## src/rtl/otter_io_hub_if.sv

```systemverilog
// OTTER IOBUS as seen by a memory-mapped peripheral.
// No handshake: a read is combinational from iobus_addr, and a write commits on the rising clk while iobus_wr=1.
interface otter_io_hub_if;
  logic [31:0] iobus_addr;
  logic [31:0] iobus_out;
  logic        iobus_wr;
  logic [31:0] iobus_in;

  modport master (output iobus_addr, output iobus_out, output iobus_wr, input iobus_in);
  modport slave  (input iobus_addr, input iobus_out, input iobus_wr, output iobus_in);
endinterface

```

## src/rtl/otter_io_hub.sv

```systemverilog
// OTTER I/O hub: output registers, synchronised switches, debounced buttons
// and a sticky, maskable button-press interrupt.
module otter_io_hub #(
  parameter logic [31:0] IN_BASE   = 32'h11008000,
  parameter logic [31:0] OUT_BASE  = 32'h1100C000,
  parameter int          NUM_OUT   = 4,
  parameter int          OUT_W     = 16,
  parameter int          SW_W      = 16,
  parameter int          NUM_BTN   = 5,
  parameter int          DB_CYCLES = 8
) (
  input  logic                     clk,
  input  logic                     RST_n,
  otter_io_hub_if.slave            bus,
  input  logic [SW_W-1:0]          switches,
  input  logic [NUM_BTN-1:0]       buttons,
  output logic [NUM_OUT*OUT_W-1:0] out_regs,
  output logic                     intr
);
  localparam int CW   = $clog2(DB_CYCLES + 1);
  localparam int IDXW = (NUM_OUT > 1) ? $clog2(NUM_OUT) : 1;

  logic [SW_W-1:0]    sw_s1, sw_sync;
  logic [NUM_BTN-1:0] btn_s1, bs, db, db_nxt, rise;
  logic [NUM_BTN-1:0] pending, pend_nxt, mask, clr;
  logic [CW-1:0]      cnt [NUM_BTN];
  logic [CW-1:0]      cnt_nxt [NUM_BTN];
  logic [OUT_W-1:0]   out_q [NUM_OUT];

  logic        in_sel, out_sel;
  logic [31:0] out_off;
  logic [IDXW-1:0] out_idx;
  logic        unused_bits;

  // The input group is assumed aligned to 16 bytes; address bits [3:2] pick the register.
  assign in_sel  = (bus.iobus_addr[31:4] == IN_BASE[31:4]) && (bus.iobus_addr[1:0] == 2'b00);
  assign out_off = bus.iobus_addr - OUT_BASE;
  assign out_sel = (out_off[1:0] == 2'b00) && (out_off[31:2] < 30'(NUM_OUT));
  assign out_idx = out_off[IDXW+1:2];
  assign unused_bits = ^{bus.iobus_out, out_off};

  always_comb begin
    bus.iobus_in = '0;
    if (in_sel) begin
      case (bus.iobus_addr[3:2])
        2'd0:    bus.iobus_in[SW_W-1:0]    = sw_sync;
        2'd1:    bus.iobus_in[NUM_BTN-1:0] = db;
        2'd2:    bus.iobus_in[NUM_BTN-1:0] = pending;
        default: bus.iobus_in[NUM_BTN-1:0] = mask;
      endcase
    end else if (out_sel) begin
      bus.iobus_in[OUT_W-1:0] = out_q[out_idx];
    end
  end

  // A glitch back to the debounced level zeroes the count, so only an unbroken run flips db.
  always_comb begin
    db_nxt = db;
    for (int i = 0; i < NUM_BTN; i++) begin
      cnt_nxt[i] = '0;
      if (bs[i] != db[i]) begin
        if (cnt[i] == CW'(DB_CYCLES - 1)) db_nxt[i] = bs[i];
        else                              cnt_nxt[i] = cnt[i] + CW'(1);
      end
    end
  end

  assign rise = db_nxt & ~db;
  assign clr  = (bus.iobus_wr && in_sel && bus.iobus_addr[3:2] == 2'd2)
                ? bus.iobus_out[NUM_BTN-1:0] : '0;
  // OR-ing the rise in after the clear lets a same-edge press survive a W1C.
  assign pend_nxt = (pending & ~clr) | rise;

  always_ff @(posedge clk or negedge RST_n) begin
    if (!RST_n) begin
      sw_s1   <= '0;
      sw_sync <= '0;
      btn_s1  <= '0;
      bs      <= '0;
      db      <= '0;
      pending <= '0;
      mask    <= '0;
      intr    <= 1'b0;
      for (int i = 0; i < NUM_BTN; i++) cnt[i] <= '0;
      for (int k = 0; k < NUM_OUT; k++) out_q[k] <= '0;
    end else begin
      sw_s1   <= switches;
      sw_sync <= sw_s1;
      btn_s1  <= buttons;
      bs      <= btn_s1;
      db      <= db_nxt;
      pending <= pend_nxt;
      intr    <= |(pending & mask);
      for (int i = 0; i < NUM_BTN; i++) cnt[i] <= cnt_nxt[i];
      if (bus.iobus_wr && in_sel && bus.iobus_addr[3:2] == 2'd3)
        mask <= bus.iobus_out[NUM_BTN-1:0];
      for (int k = 0; k < NUM_OUT; k++)
        if (bus.iobus_wr && out_sel && out_idx == IDXW'(k))
          out_q[k] <= bus.iobus_out[OUT_W-1:0];
    end
  end

  for (genvar k = 0; k < NUM_OUT; k++) begin : g_out
    assign out_regs[k*OUT_W +: OUT_W] = out_q[k];
  end
endmodule

```

## src/flat_wrapper.sv

```systemverilog
// flat-port wrapper written by rule: the top's interface ports become plain ports
module otter_io_hub_flat 
#(
  parameter logic [31:0] IN_BASE   = 32'h11008000,
  parameter logic [31:0] OUT_BASE  = 32'h1100C000,
  parameter int          NUM_OUT   = 4,
  parameter int          OUT_W     = 16,
  parameter int          SW_W      = 16,
  parameter int          NUM_BTN   = 5,
  parameter int          DB_CYCLES = 8
)
  (clk, RST_n, switches, buttons, out_regs, intr, bus_iobus_addr, bus_iobus_out, bus_iobus_wr, bus_iobus_in);
  otter_io_hub_if bus_i ();
  input  logic clk;
  input  logic RST_n;
  input  logic [SW_W-1:0] switches;
  input  logic [NUM_BTN-1:0] buttons;
  output logic [NUM_OUT*OUT_W-1:0] out_regs;
  output logic intr;
  input wire logic [$bits(bus_i.iobus_addr)-1:0] bus_iobus_addr;
  input wire logic [$bits(bus_i.iobus_out)-1:0] bus_iobus_out;
  input wire logic [$bits(bus_i.iobus_wr)-1:0] bus_iobus_wr;
  output wire logic [$bits(bus_i.iobus_in)-1:0] bus_iobus_in;
  assign bus_i.iobus_addr = bus_iobus_addr;
  assign bus_i.iobus_out = bus_iobus_out;
  assign bus_i.iobus_wr = bus_iobus_wr;
  assign bus_iobus_in = bus_i.iobus_in;
  otter_io_hub #(.IN_BASE(IN_BASE), .OUT_BASE(OUT_BASE), .NUM_OUT(NUM_OUT), .OUT_W(OUT_W), .SW_W(SW_W), .NUM_BTN(NUM_BTN), .DB_CYCLES(DB_CYCLES)) u_core (.clk(clk), .RST_n(RST_n), .bus(bus_i), .switches(switches), .buttons(buttons), .out_regs(out_regs), .intr(intr));
endmodule
```

## config.mk

```make
export PLATFORM = sky130hd
export DESIGN_NAME = otter_io_hub_flat
export DESIGN_NICKNAME = d
export VERILOG_FILES = /design/src/rtl/otter_io_hub_if.sv /design/src/rtl/otter_io_hub.sv /design/src/flat_wrapper.sv
export SDC_FILE = /design/constraint.sdc
export NUM_CORES = 1
export LEC_CHECK = 0
export CAP_MARGIN = 10
export CORE_UTILIZATION = 48
export CTS_CLUSTER_DIAMETER = 40
export CTS_CLUSTER_SIZE = 40
export DETAILED_ROUTE_END_ITERATION = 16
export MAX_ROUTING_LAYER = met4
export PLACE_DENSITY = 0.78
export SLEW_MARGIN = 20
export SYNTH_ARGS = -nofsm -noshare
export SYNTH_HDL_FRONTEND = slang
export SYNTH_SLANG_ARGS = --single-unit
```

## constraint.sdc

```tcl
create_clock -name clk -period 4.2 [get_ports clk]
set_input_delay 0.84 -clock clk [delete_from_list [all_inputs] [get_ports clk]]
set_output_delay 0.84 -clock clk [all_outputs]
set_load 0.02 [all_outputs]
```

Yosys cells after proc, flatten, opt, wreduce, memory -nomap -nowiden
Cells that the tools add are included.
{ "op_classes": {"n_bitwise": 7, "addsub": 6, "n_lt_le_gt_ge": 2, "muxes": 28, "reduce_logical": 15, "eq_ne": 17} }
{ "ops": {"columns": ["op", "count"], "rows": [
  ["$mux 16", 4],
  ["$mux 4", 10],
  ["$bmux 16 s2", 1],
  ["$sub 32x29->32 const B", 1],
  ["$lt 30x3->1 const B", 1],
  ["$eq 28x25->1 const B", 1],
  ["$add 4x1->4 const B", 5],
  ["$eq 4x3->1 const B", 5],
  ["$and 5x5->5", 3],
  ["$pmux 5 s3", 1],
  ["$mux 11", 1],
  ["$logic_and 1x1->1", 10],
  ["$mux 1", 10],
  ["$not 5->5", 2],
  ["$eq 2x2->1 const B", 4],
  ["$logic_not 2->1", 4],
  ["$mux 5", 1],
  ["$ne 1x1->1", 5],
  ["$or 5x5->5", 1],
  ["$reduce_or 5->1", 1],
  ["$eq 2x1->1 const B", 2],
  ["$ge 3x3->1 const B", 1],
  ["$not 2->3", 1]
]} }
{ "totals": {"output_inout_bits": 97, "elab_cells": 92, "inputBits": 88, "ff_bits": 142} }

Longest topological paths before layout
Gate-level depths: netlist (run 1).
{ "depth": {"ltp_word": 8, "ltp_mapped": 8, "ltp_nobuf": 5} }

Worst setup path before layout (run 1)
No wires, ideal clock.
{ "synth_path": {"path_kind": "input port to output port", "startpoint": "input port bus_iobus_addr[14]", "endpoint": "output port bus_iobus_in[10]", "n_path_buf": 2, "t_required_ns": 3.360, "arrival_time_ns": 2.788, "path_slack_ns": 0.572, "cell_stages": 7, "cell_sequence": "a2111oi_0 nand4_1 a221oi_4 nor4bb_1 clkbuf_1 buf_2 a32o_1"} }
{ "synth_via": {"elab_chain_cells": 5, "word_cells_on_any_way": 7, "classes_between": "add/sub (1); order compare (1); eq/ne (1); mux (2); reduce/logical (2)"} }
{ "synth_lines": {"columns": ["item", "line_no", "rtl"], "rows": [
  ["from (decl)", "flat_wrapper.sv:20", "input wire logic [$bits(bus_i.iobus_addr)-1:0] bus_iobus_addr;"],
  ["$sub 32x29->32", "otter_io_hub.sv:37", "assign out_off = bus.iobus_addr - OUT_BASE;"],
  ["$lt 30x3->1", "otter_io_hub.sv:38", "assign out_sel = (out_off[1:0] == 2'b00) && (out_off[31:2] < 30'(NUM_OUT));"],
  ["$logic_and 1x1->1", "otter_io_hub.sv:38", null],
  ["$mux 16", "otter_io_hub.sv:51", "end else if (out_sel) begin"],
  ["$mux 16 (*)", "otter_io_hub.sv:44", "if (in_sel) begin"],
  ["to (decl)", "flat_wrapper.sv:23", "output wire logic [$bits(bus_i.iobus_in)-1:0] bus_iobus_in;"]
]} }
Every way passes the cells marked *; elsewhere a longest branch is shown, timed or not.

Worst setup path after layout (run 1)
{ "layout_path": {"startpoint": "input port bus_iobus_addr[16]", "endpoint": "output port bus_iobus_in[5]"} }
Same word-level chain as after synthesis.

==> results.json, run 1 <==
{
  "status": "finished clean",
  "clock_sinks": 142,
  "row_count": 42,
  "ys_types": 51,
  "ir_worst_vdd_mv": 0.2498,
  "worst-setup-path-type": "in -> out",
  "rsz0062_at_grt": "yes",
  "final_antenna_net_count": 0,
  "setup_tns_ns": 0,
  "cts_root_buf": "clkbuf_16",
  "internal_power_w": 0.002691,
  "drtIter0Drc": 212,
  "wl_per_cell_um": 19.93,
  "cts.path.max_buffers": 2,
  "power_leakage_nw": 3.950,
  "avgSynthCellArea_um2": 14.95,
  "post-dp-hpwl_mm": 11.22,
  "p_seq_frac": 0.447,
  "num-nets-final": 716,
  "layout_setup_ws_ns": 0.08555,
  "synth_edf_count": 0,
  "htree_num_levels": 4,
  "synth_area_leaders": "dfrtp_1 55%, mux2_4 9.3%, mux4_2 7.3%, mux2_2 5.9%, a32o_1 2.5%",
  "clock_latency_ns": 0.42,
  "setup-violations-final": 0,
  "cts_tree": "yes",
  "r2r-end": "u_core.db[0]",
  "ys_seq_elements": 142,
  "startpoint_type": "primary input",
  "core_um2": 13190,
  "antennaDiodeCount": 0,
  "cts_buffers": 17,
  "final_cells": 811,
  "place_congestion": 0.8860,
  "cp_max_fo": 7,
  "ys_seq_area_frac": 0.5501,
  "ys_warn_count": 0,
  "ioPinCount": 185,
  "grt_pass1_wl_mm": 25.98,
  "rr_startpoint": "u_core.cnt[16]",
  "reg2reg_slack_ns": 2.92,
  "ys_top_cells_by_count": "142 x dfrtp_1, 40 x mux2_4, 34 x mux2_2, 21 x mux4_2, 19 x nor2_1",
  "cts_hold_buf": 0,
  "hold_path.class": "reg -> reg",
  "synth_cells": 432,
  "cp-endpoint": "bus_iobus_in[5]",
  "p_sw_w": 0.0008394,
  "hold_viol_final": 0,
  "post-route-period-util": 0.9796,
  "area_delta_synth_final_pct": 38.27,
  "hold_path_startpoint": "u_core.sw_s1[5]",
  "placedCellCount": 780,
  "dr_total_vias": 4481,
  "viasPerCell": 5.525,
  "yosysMostFrequentCell": "dfrtp_1",
  "numPortBuffers": 152,
  "drc": 0,
  "drv_cap": 0,
  "gr-total-overflow": 0,
  "firstDrtPassIters": 6,
  "drv_slew": 0,
  "tightestPinTransition_ns": 0.9405,
  "die_x_um": 118.0,
  "p_total_w": 0.003531,
  "track_usage": 0.2543,
  "clkPwrFrac": 0.435,
  "arrival_ns": 3.27,
  "drive_gt1_frac": 0.2992,
  "clkTransAtPathRegs_ns": 0.06,
  "yosys.area.top_type_share": 0.5501,
  "netlist_area_um2": 6460,
  "cellPowerDensity_nw_per_um2": 395.3,
  "die_area_um2": 13930,
  "grt_start_max_net_pins": 121,
  "pre_cts_ws_ns": -0.3032,
  "layout_min_cycle_time_ns": 4.114,
  "initial_core_util": 0.4898,
  "skew_ns": 0.006504,
  "async_flop_share": 1.000,
  "r2r_cells": 3,
  "finalWirelength_mm": 16.16,
  "end_kind": "output port",
  "relSlewSlack": 0.3730,
  "dieHeight_um": 118.0,
  "synth_flop_cell": "dfrtp_1",
  "yosys.area.top_type": "dfrtp_1",
  "cp.required_ns": 3.36,
  "max_freq_mhz": 243.0,
  "crit_path_start": "bus_iobus_addr[16]",
  "antenna_found_initial": 0,
  "grt_pass1_vias": 4808,
  "swShare": 0.2377,
  "power_frac_comb": 0.118
}
==> power by group through the flow <==
stage | Clock, W | Sequential (W) | Combinational [W]
after floorplan | 0 | 0.00158 | 0.000252
after global placement | 0 | 0.00159 | 0.000390
after detailed placement | 0 | 0.00160 | 0.000413
after CTS | 0.00156 | 0.00158 | 0.000419
after global routing | 0.00162 | 0.00159 | 0.000460
final | 0.00154 | 0.00158 | 0.000416
==> cell families (layout without fill, tap and decap cells) <==
family                   after synthesis  after routing  synth area share
AO/OA/AOI/OAI                         42             42           0.05811
flip-flops                           142            142            0.5501
AND/OR/NAND/NOR                      101            101            0.1032
multiplexers                          95             95            0.2255
adder cells (fa/ha/maj)                5              5          0.009684
buffers and inverters                 35            223           0.03796
other                                  1             16         0.0005805
XOR/XNOR                              11             11           0.01491
==> through the flow <==
step	area, µm²	utilization	hold slack [ns]
global placement	8351	0.6331	0.3321
CTS	8945	0.6781	0.3490
floorplan	6516	-	0.3312
finish	8932	0.6772	0.3469
global route	8932	0.6772	0.3543
detailed placement	8351	0.6331	0.3364
==> area by class of cell <==
class / instances / area (µm²)
timing repair buffer: 191 / 1794
inverter: 1 / 3.754
clock inverter: 13 / 172.7
fill: 970 / 4258
multi-input combinational: 270 / 2759
clock buffer: 18 / 429.2
sequential: 142 / 3553
tap: 176 / 220.2
==> cell usage in the layout (no fill, tap or decap), types with 2 or more instances in the layout <==
cell type / n
nor4b_4: 4
buf_4: 37
clkbuf_16: 17
nand3_1: 9
nand3b_1: 6
buf_12: 2
bufinv_16: 4
nand4_1: 5
a32o_1: 16
a211oi_1: 2
clkinvlp_4: 3
mux4_2: 21
nor4b_1: 4
clkdlybuf4s15_2: 2
conb_1: 16
clkbuf_2: 8
clkdlybuf4s50_1: 134
nand2_1: 9
mux2_2: 34
nor3b_2: 2
ha_1: 5
nor2_1: 19
a21oi_1: 5
nor3b_1: 7
a21o_1: 5
clkinv_2: 6
dlygate4sd2_1: 5
and2_1: 5
nor2b_1: 5
nor3_1: 10
dfrtp_1: 142
nand4b_1: 3
xnor2_1: 11
nor4_1: 5
o21a_1: 2
mux2_4: 40
==> worst max-delay path: stages <==
cell and delay, ns:
clkdlybuf4s50_1 0.47, a2111o_1 0.44, o32ai_2 0.23, nor3b_2 0.21, nor4bb_4 0.33, buf_4 0.22
a32o_1 0.16, dlygate4sd2_1 0.35
==> what timing repair did <==
item / in CTS / in global routing
pin swaps: 0 / 0
hold endpoints to repair: 0 / 0
buffers inserted: 0 / 0
setup endpoints to repair: 16 / 16
gates resized for setup: 23 / 18
==> metal layers <==
metal	GRT usage	vias up	share of wire
met2	0.4063	178	0.50
met3	0.05959	32	0.062
li1	-	1982	-
met1	0.3111	2289	0.41
met4	0.1066	0	0.024
met5	-	-	0
==> registers in the layout (all words and copies together), names as in the netlist <==
signal and flops:
u_core.out_regs 64, u_core.cnt 20, u_core.sw_s1 16, u_core.sw_sync 16
u_core.bs 5, u_core.btn_s1 5, u_core.db 5, u_core.mask 5
u_core.pending 5, u_core.intr 1
==> how the worst min path moves through the flow <==
| stage | endpoint | slack [ns] | depth (start not counted) |
|---|---|---|---|
| 5_1_grt | u_core.sw_sync[7] | 0.35 | 0 |
| 4_1_cts | u_core.sw_sync[5] | 0.35 | 0 |
| 3_3_place_gp | u_core.sw_sync[9] | 0.33 | 0 |
| 6_report | u_core.sw_sync[5] | 0.35 | 0 |
| 3_5_place_dp | u_core.sw_sync[5] | 0.34 | 0 |
| 2_1_floorplan | u_core.bs[0] | 0.33 | 0 |
Power figures use the tool's default switching activity.
==> run 2, diff against run 1 <==
--- a/config.mk
+++ b/config.mk
@@ -10,8 +10,9 @@
 export CTS_CLUSTER_DIAMETER = 40
 export CTS_CLUSTER_SIZE = 40
 export DETAILED_ROUTE_END_ITERATION = 16
+export HOLD_SLACK_MARGIN = 0.02
 export MAX_ROUTING_LAYER = met4
-export PLACE_DENSITY = 0.78
+export PLACE_DENSITY = 0.83
 export SLEW_MARGIN = 20
 export SYNTH_ARGS = -nofsm -noshare
 export SYNTH_HDL_FRONTEND = slang
==> results.json, run 2 (synthesized netlist as in run 1, its figures left out) <==
{
  "gr-total-overflow": 0,
  "fin_util": 0.6950,
  "tightestPinTransition_ns": 0.8730,
  "hold_path.class": "reg -> reg",
  "drv_slew": 0,
  "max_freq_mhz": 242.1,
  "reg2reg_slack_ns": 2.91,
  "setup-violations-final": 0,
  "dr_total_vias": 4592,
  "startpoint_type": "primary input",
  "ff_latch_area_um2": 3553,
  "status": "finished clean",
  "viasPerCell": 5.586,
  "cts_tree": "yes",
  "cts_root_buf": "clkbuf_16",
  "hold_path_startpoint": "u_core.sw_s1[2]",
  "arrival_ns": 3.29,
  "antennaDiodeCount": 0,
  "finalWirelength_mm": 17.24,
  "setup_tns_ns": 0,
  "ioPinCount": 185,
  "num-nets-final": 726,
  "grt_pass1_wl_mm": 27.59,
  "power_leakage_nw": 4.104,
  "relSlewSlack": 0.4180,
  "ir_worst_vdd_mv": 0.3133,
  "core_um2": 13190,
  "busiest_layer": "met2",
  "crit_path_start": "bus_iobus_addr[14]",
  "dieHeight_um": 118.0,
  "mostFrequentLayoutCell": "dfrtp_1",
  "die_x_um": 118.0,
  "grt_pass1_vias": 4945,
  "grt_start_max_net_pins": 75,
  "cp_max_fo": 11,
  "wl_per_cell_um": 20.97,
  "row_count": 42,
  "final_antenna_net_count": 0,
  "antenna_found_initial": 0,
  "largest_reg_flops": 64,
  "nFillCells": 882,
  "cp.required_ns": 3.36,
  "placedCellCount": 786,
  "area_delta_synth_final_pct": 41.91,
  "rr_startpoint": "u_core.cnt[16]",
  "clkTransAtPathRegs_ns": 0.05,
  "place_congestion": 0.9214,
  "initial_core_util": 0.4898,
  "track_usage": 0.2689,
  "post-dp-hpwl_mm": 11.47,
  "grtUsageMet3": 0.05136,
  "htree_num_levels": 4,
  "drc": 0,
  "cts.path.max_buffers": 2,
  "drv_cap": 0,
  "drtIter0Drc": 334,
  "hold_viol_final": 0,
  "numPortBuffers": 152,
  "layout_min_cycle_time_ns": 4.131,
  "cts_buffers": 17,
  "end_kind": "output port",
  "cellPowerDensity_nw_per_um2": 410.2,
  "clock_sinks": 142,
  "worst-setup-path-type": "in -> out",
  "firstDrtPassIters": 4,
  "multiInputGateArea_um2": 2776,
  "post-route-period-util": 0.9836,
  "clock_latency_ns": 0.40,
  "grt_util_met1": 0.3224,
  "final_cell_mix": "142 x dfrtp_1, 134 x clkdlybuf4s50_1, 43 x buf_4",
  "final_cells": 822,
  "skew_ns": 0.006012,
  "drive_gt1_frac": 0.3050,
  "met2_usage": 0.4423,
  "die_area_um2": 13930
}
run 2: critical path, cell delays in order:
cell             delay, ns
clkdlybuf4s50_1       0.42
a2111o_1              0.46
o32ai_2               0.29
nor3b_1               0.27
nor4bb_4              0.28
buf_6                 0.21
a32o_1                0.17
dlygate4sd2_1         0.34
run 2: path summary, 6_finish.rpt:
kind                                       end  cells past startpoint
setup / recovery              bus_iobus_in[10]                      8
hold / removal               u_core.sw_sync[2]                      0
setup reg to reg                  u_core.db[0]                      3
hold reg to reg              u_core.sw_sync[2]                      0
max in group asynchronous  u_core.out_regs[59]                      2
min in group asynchronous  u_core.out_regs[60]                      1
run 2: final cells by class:
class	instances	area share
tap	176	0.02402
inverter	1	0.0004094
clock buffer	22	0.05282
clock inverter	10	0.02252
timing repair buffer	201	0.2098
multi-input combinational	270	0.3029
sequential	142	0.3876
run 2: repair_timing:
action,4_1_cts,5_1_grt
buffers inserted,3,1
gates resized for setup,18,17
hold buffers,0,0
endpoints found under the setup margin,16,16
pin swaps,2,0
run 2: metal layers:
metal  part of all wire  up-vias  routed length [µm]
met1               0.40     2361                6982
li1                   -     2006                   -
met2               0.52      185                8940
met4              0.031        0                 534
met3              0.045       40                 782
met5                  0        -                   0
run 2: where the power goes:
| group | switching (W) | internal [W] | total (W) | leakage [nW] |
|---|---|---|---|---|
| combinational | 0.000209 | 0.000232 | 0.000441 | 1.90 |
| sequential | 0.0000984 | 0.00149 | 0.00158 | 1.87 |
| clock | 0.000558 | 0.00118 | 0.00174 | 0.336 |
run 2: metrics by stage:
stage	hold WS [ns]	worst slack, ns	power [W]	cell area, µm²
after floorplan	0.3312	0.5715	0.001827	6516
after global routing	0.3492	-0.008296	0.003889	9168
after detailed placement	0.3347	-0.8603	0.002026	8433
final	0.3485	0.06882	0.003761	9168
after global placement	0.3321	-0.7991	0.001991	8433
after CTS	0.3485	-0.1348	0.003771	9144
==> run 3, diff against run 2 <==
--- a/config.mk
+++ b/config.mk
@@ -5,14 +5,15 @@
 export SDC_FILE = /design/constraint.sdc
 export NUM_CORES = 1
 export LEC_CHECK = 0
+export ABC_AREA = 1
 export CAP_MARGIN = 10
-export CORE_UTILIZATION = 48
+export CORE_UTILIZATION = 49
 export CTS_CLUSTER_DIAMETER = 40
 export CTS_CLUSTER_SIZE = 40
 export DETAILED_ROUTE_END_ITERATION = 16
 export HOLD_SLACK_MARGIN = 0.02
 export MAX_ROUTING_LAYER = met4
-export PLACE_DENSITY = 0.83
+export PLACE_DENSITY = 0.81
 export SLEW_MARGIN = 20
 export SYNTH_ARGS = -nofsm -noshare
 export SYNTH_HDL_FRONTEND = slang
==> results.json, run 3 <==
{
  "fin_util": 0.6872,
  "layout_setup_ws_ns": 0.2454,
  "synth_top_family_by_area": "simple AND/OR/NAND/NOR gates",
  "yosys.area.top_type": "dfrtp_1",
  "pre_cts_ws_ns": -0.09933,
  "initial_core_util": 0.5096,
  "ys_top_cells_by_count": "152 x nand2_1, 142 x dfrtp_1, 104 x inv_1, 93 x nand3_1, 64 x o21bai_1",
  "ys_seq_area_frac": 0.5183,
  "area_delta_synth_final_pct": 34.86,
  "synthAdderAreaFrac": 0.009126,
  "async_flop_share": 1.000,
  "drtIter0Drc": 708,
  "track_usage": 0.2679,
  "num-nets-final": 1051,
  "hold_path.class": "reg -> reg",
  "drive_gt1_frac": 0.07938,
  "grt_start_max_net_pins": 102,
  "ys_types": 38,
  "ir_worst_vdd_mv": 0.2834,
  "setup_tns_ns": 0,
  "place_area_um2": 8591,
  "stdcell_area_um2": 9245,
  "yosys.area.top_type_share": 0.5183,
  "synth_edf_count": 0,
  "startpoint_type": "primary input",
  "relSlewSlack": 0.3859,
  "cellPowerDensity_nw_per_um2": 376.0,
  "drv_slew": 0,
  "end_kind": "output port",
  "cts.path.max_buffers": 2,
  "layout_min_cycle_time_ns": 3.955,
  "avgSynthCellArea_um2": 8.634,
  "antennaDiodeCount": 0,
  "cts_buffers": 17,
  "clock_latency_ns": 0.41,
  "row_count": 42,
  "finalWirelength_mm": 18.27,
  "largest_reg_flops": 64,
  "cts_tree": "yes",
  "path_cells": "clkdlybuf4s50_1 > nor2_1 > nand2_1 > o21ai_1 > nand2_1 > nand2_1 > nand3_1 > nor2_2 > nand3_4 > o22ai_1 > dlygate4sd2_1",
  "cpPeakStageDelay_ns": 0.47,
  "synth_flop_cell": "dfrtp_1",
  "worst-setup-path-type": "in -> out",
  "arrival_ns": 3.11,
  "cp_max_fo": 17,
  "die_x_um": 120.3,
  "dr_total_vias": 6107,
  "place_congestion": 0.9394,
  "cts_root_buf": "clkbuf_16",
  "numPortBuffers": 152,
  "max_freq_mhz": 252.9,
  "clkTransAtPathRegs_ns": 0.06,
  "core_um2": 13450,
  "antenna_found_initial": 0,
  "dieHeight_um": 120.3,
  "post-route-period-util": 0.9416,
  "viasPerCell": 5.329,
  "slowest_stage": "clkdlybuf4s50_1",
  "ioPinCount": 185,
  "synth_compound_area_frac": 0.1489,
  "die_area_um2": 14470,
  "firstDrtPassIters": 6,
  "power_leakage_nw": 4.459,
  "rsz0062_at_grt": "no",
  "skew_ns": 0.003799,
  "tightestPinTransition_ns": 0.9212,
  "cts_hold_buf": 0,
  "ys_warn_count": 0,
  "wl_per_cell_um": 15.94,
  "drv_cap": 0,
  "synth_xor_area_frac": 0.01150,
  "grt_pass1_vias": 5841,
  "mostFrequentLayoutCell": "nand2_1",
  "yosysMostFrequentCell": "nand2_1",
  "final_cell_mix": "152 x nand2_1, 142 x dfrtp_1, 135 x clkdlybuf4s50_1",
  "synthSimpleGateAreaFrac": 0.2068,
  "drc": 0,
  "status": "finished clean",
  "htree_num_levels": 4,
  "netlist_area_um2": 6855,
  "clock_sinks": 142,
  "gr-total-overflow": 0,
  "setup-violations-final": 0,
  "grt_pass1_wl_mm": 29.10,
  "post-dp-hpwl_mm": 12.37,
  "crit_path_frequent_cell": "nand2_1",
  "synth_mux_area_frac": 0,
  "cp.required_ns": 3.36,
  "ys_seq_elements": 142,
  "final_antenna_net_count": 0,
  "hold_viol_final": 0,
  "synth_cells": 794,
  "synth_area_leaders": "dfrtp_1 52%, nand2_1 8.3%, o21bai_1 7.0%, nand3_1 6.8%, inv_1 5.7%"
}
-- run 3: changes by cell type after synthesis, sizes merged, moves of 21 or more --
cell and delta:
inv +106, o21bai +64, nand3 +85, mux4 -21, nand2 +144, o21ai +51
o22ai +33, nor2 +27, mux2 -74
-- run 3: final timing paths --
| kind | start | to | slack, ns | cells after the start |
|---|---|---|---|---|
| setup / recovery | bus_iobus_addr[18] | bus_iobus_in[1] | 0.25 | 11 |
| hold / removal | u_core.sw_s1[15] | u_core.sw_sync[15] | 0.34 | 0 |
| setup reg to reg | u_core.cnt[0] | u_core.pending[4] | 2.96 | 5 |
| hold reg to reg | u_core.sw_s1[15] | u_core.sw_sync[15] | 0.34 | 0 |
| max in group asynchronous | RST_n | u_core.out_regs[41] | 2.82 | 2 |
| min in group asynchronous | RST_n | u_core.sw_sync[12] | 0.51 | 1 |
-- run 3: timing repair --
item	in CTS	in global routing
buffers inserted	1	0
pin swaps	1	0
resized for setup	7	16
endpoints found under the setup margin	13	14
-- run 3: per-stage QoR --
step           hold WS [ns]  instances  power [W]
2_1_floorplan        0.3312        809   0.001775
3_3_place_gp         0.3322       1114   0.001940
3_5_place_dp         0.3347       1114   0.001956
4_1_cts              0.3439       1146   0.003495
5_1_grt              0.3504       1146   0.003626
6_report             0.3431       1146   0.003476
-- run 3: metal layers --
layer / part of all wire / GRT usage / up-vias
met4: 0.026 / 0.1188 / 0
met2: 0.46 / 0.3937 / 324
met1: 0.42 / 0.3558 / 2844
li1: - / - / 2893
met3: 0.097 / 0.06179 / 46
met5: 0 / - / -
-- run 3: logic make-up (layout without fill, tap and decap cells) --
logic type | Yosys count | in the layout
AOI/OAI and AO/OA | 159 | 159
xor gates and xnor gates | 9 | 9
adders and majority gates | 5 | 5
buffers and inverters | 161 | 322
DFF | 142 | 142
other | 1 | 16
and+or+nand+nor | 317 | 317
-- run 3: critical path: cells and delay by family --
kind                   cells  cell delay (ns)
AOI/OAI and AO/OA          2             0.46
buffers and inverters      2             0.84
and+or+nand+nor            7             0.95
-- run 3: where the power goes --
group / total (W) / switching (W) / internal, W
clock: 0.00154 / 0.000559 / 0.000979
sequential: 0.00152 / 0.0000604 / 0.00146
combinational: 0.000414 / 0.000243 / 0.000171
-- run 3: cell type report --
type,instances,area [µm²]
clock buffers,22,474.2
clock inverters,9,135.1
fillers,1062,4208
inverters,109,409.1
multi-input cells,506,2648
flip-flops and latches,142,3553
well taps,176,220.2
repair buffers,182,1805
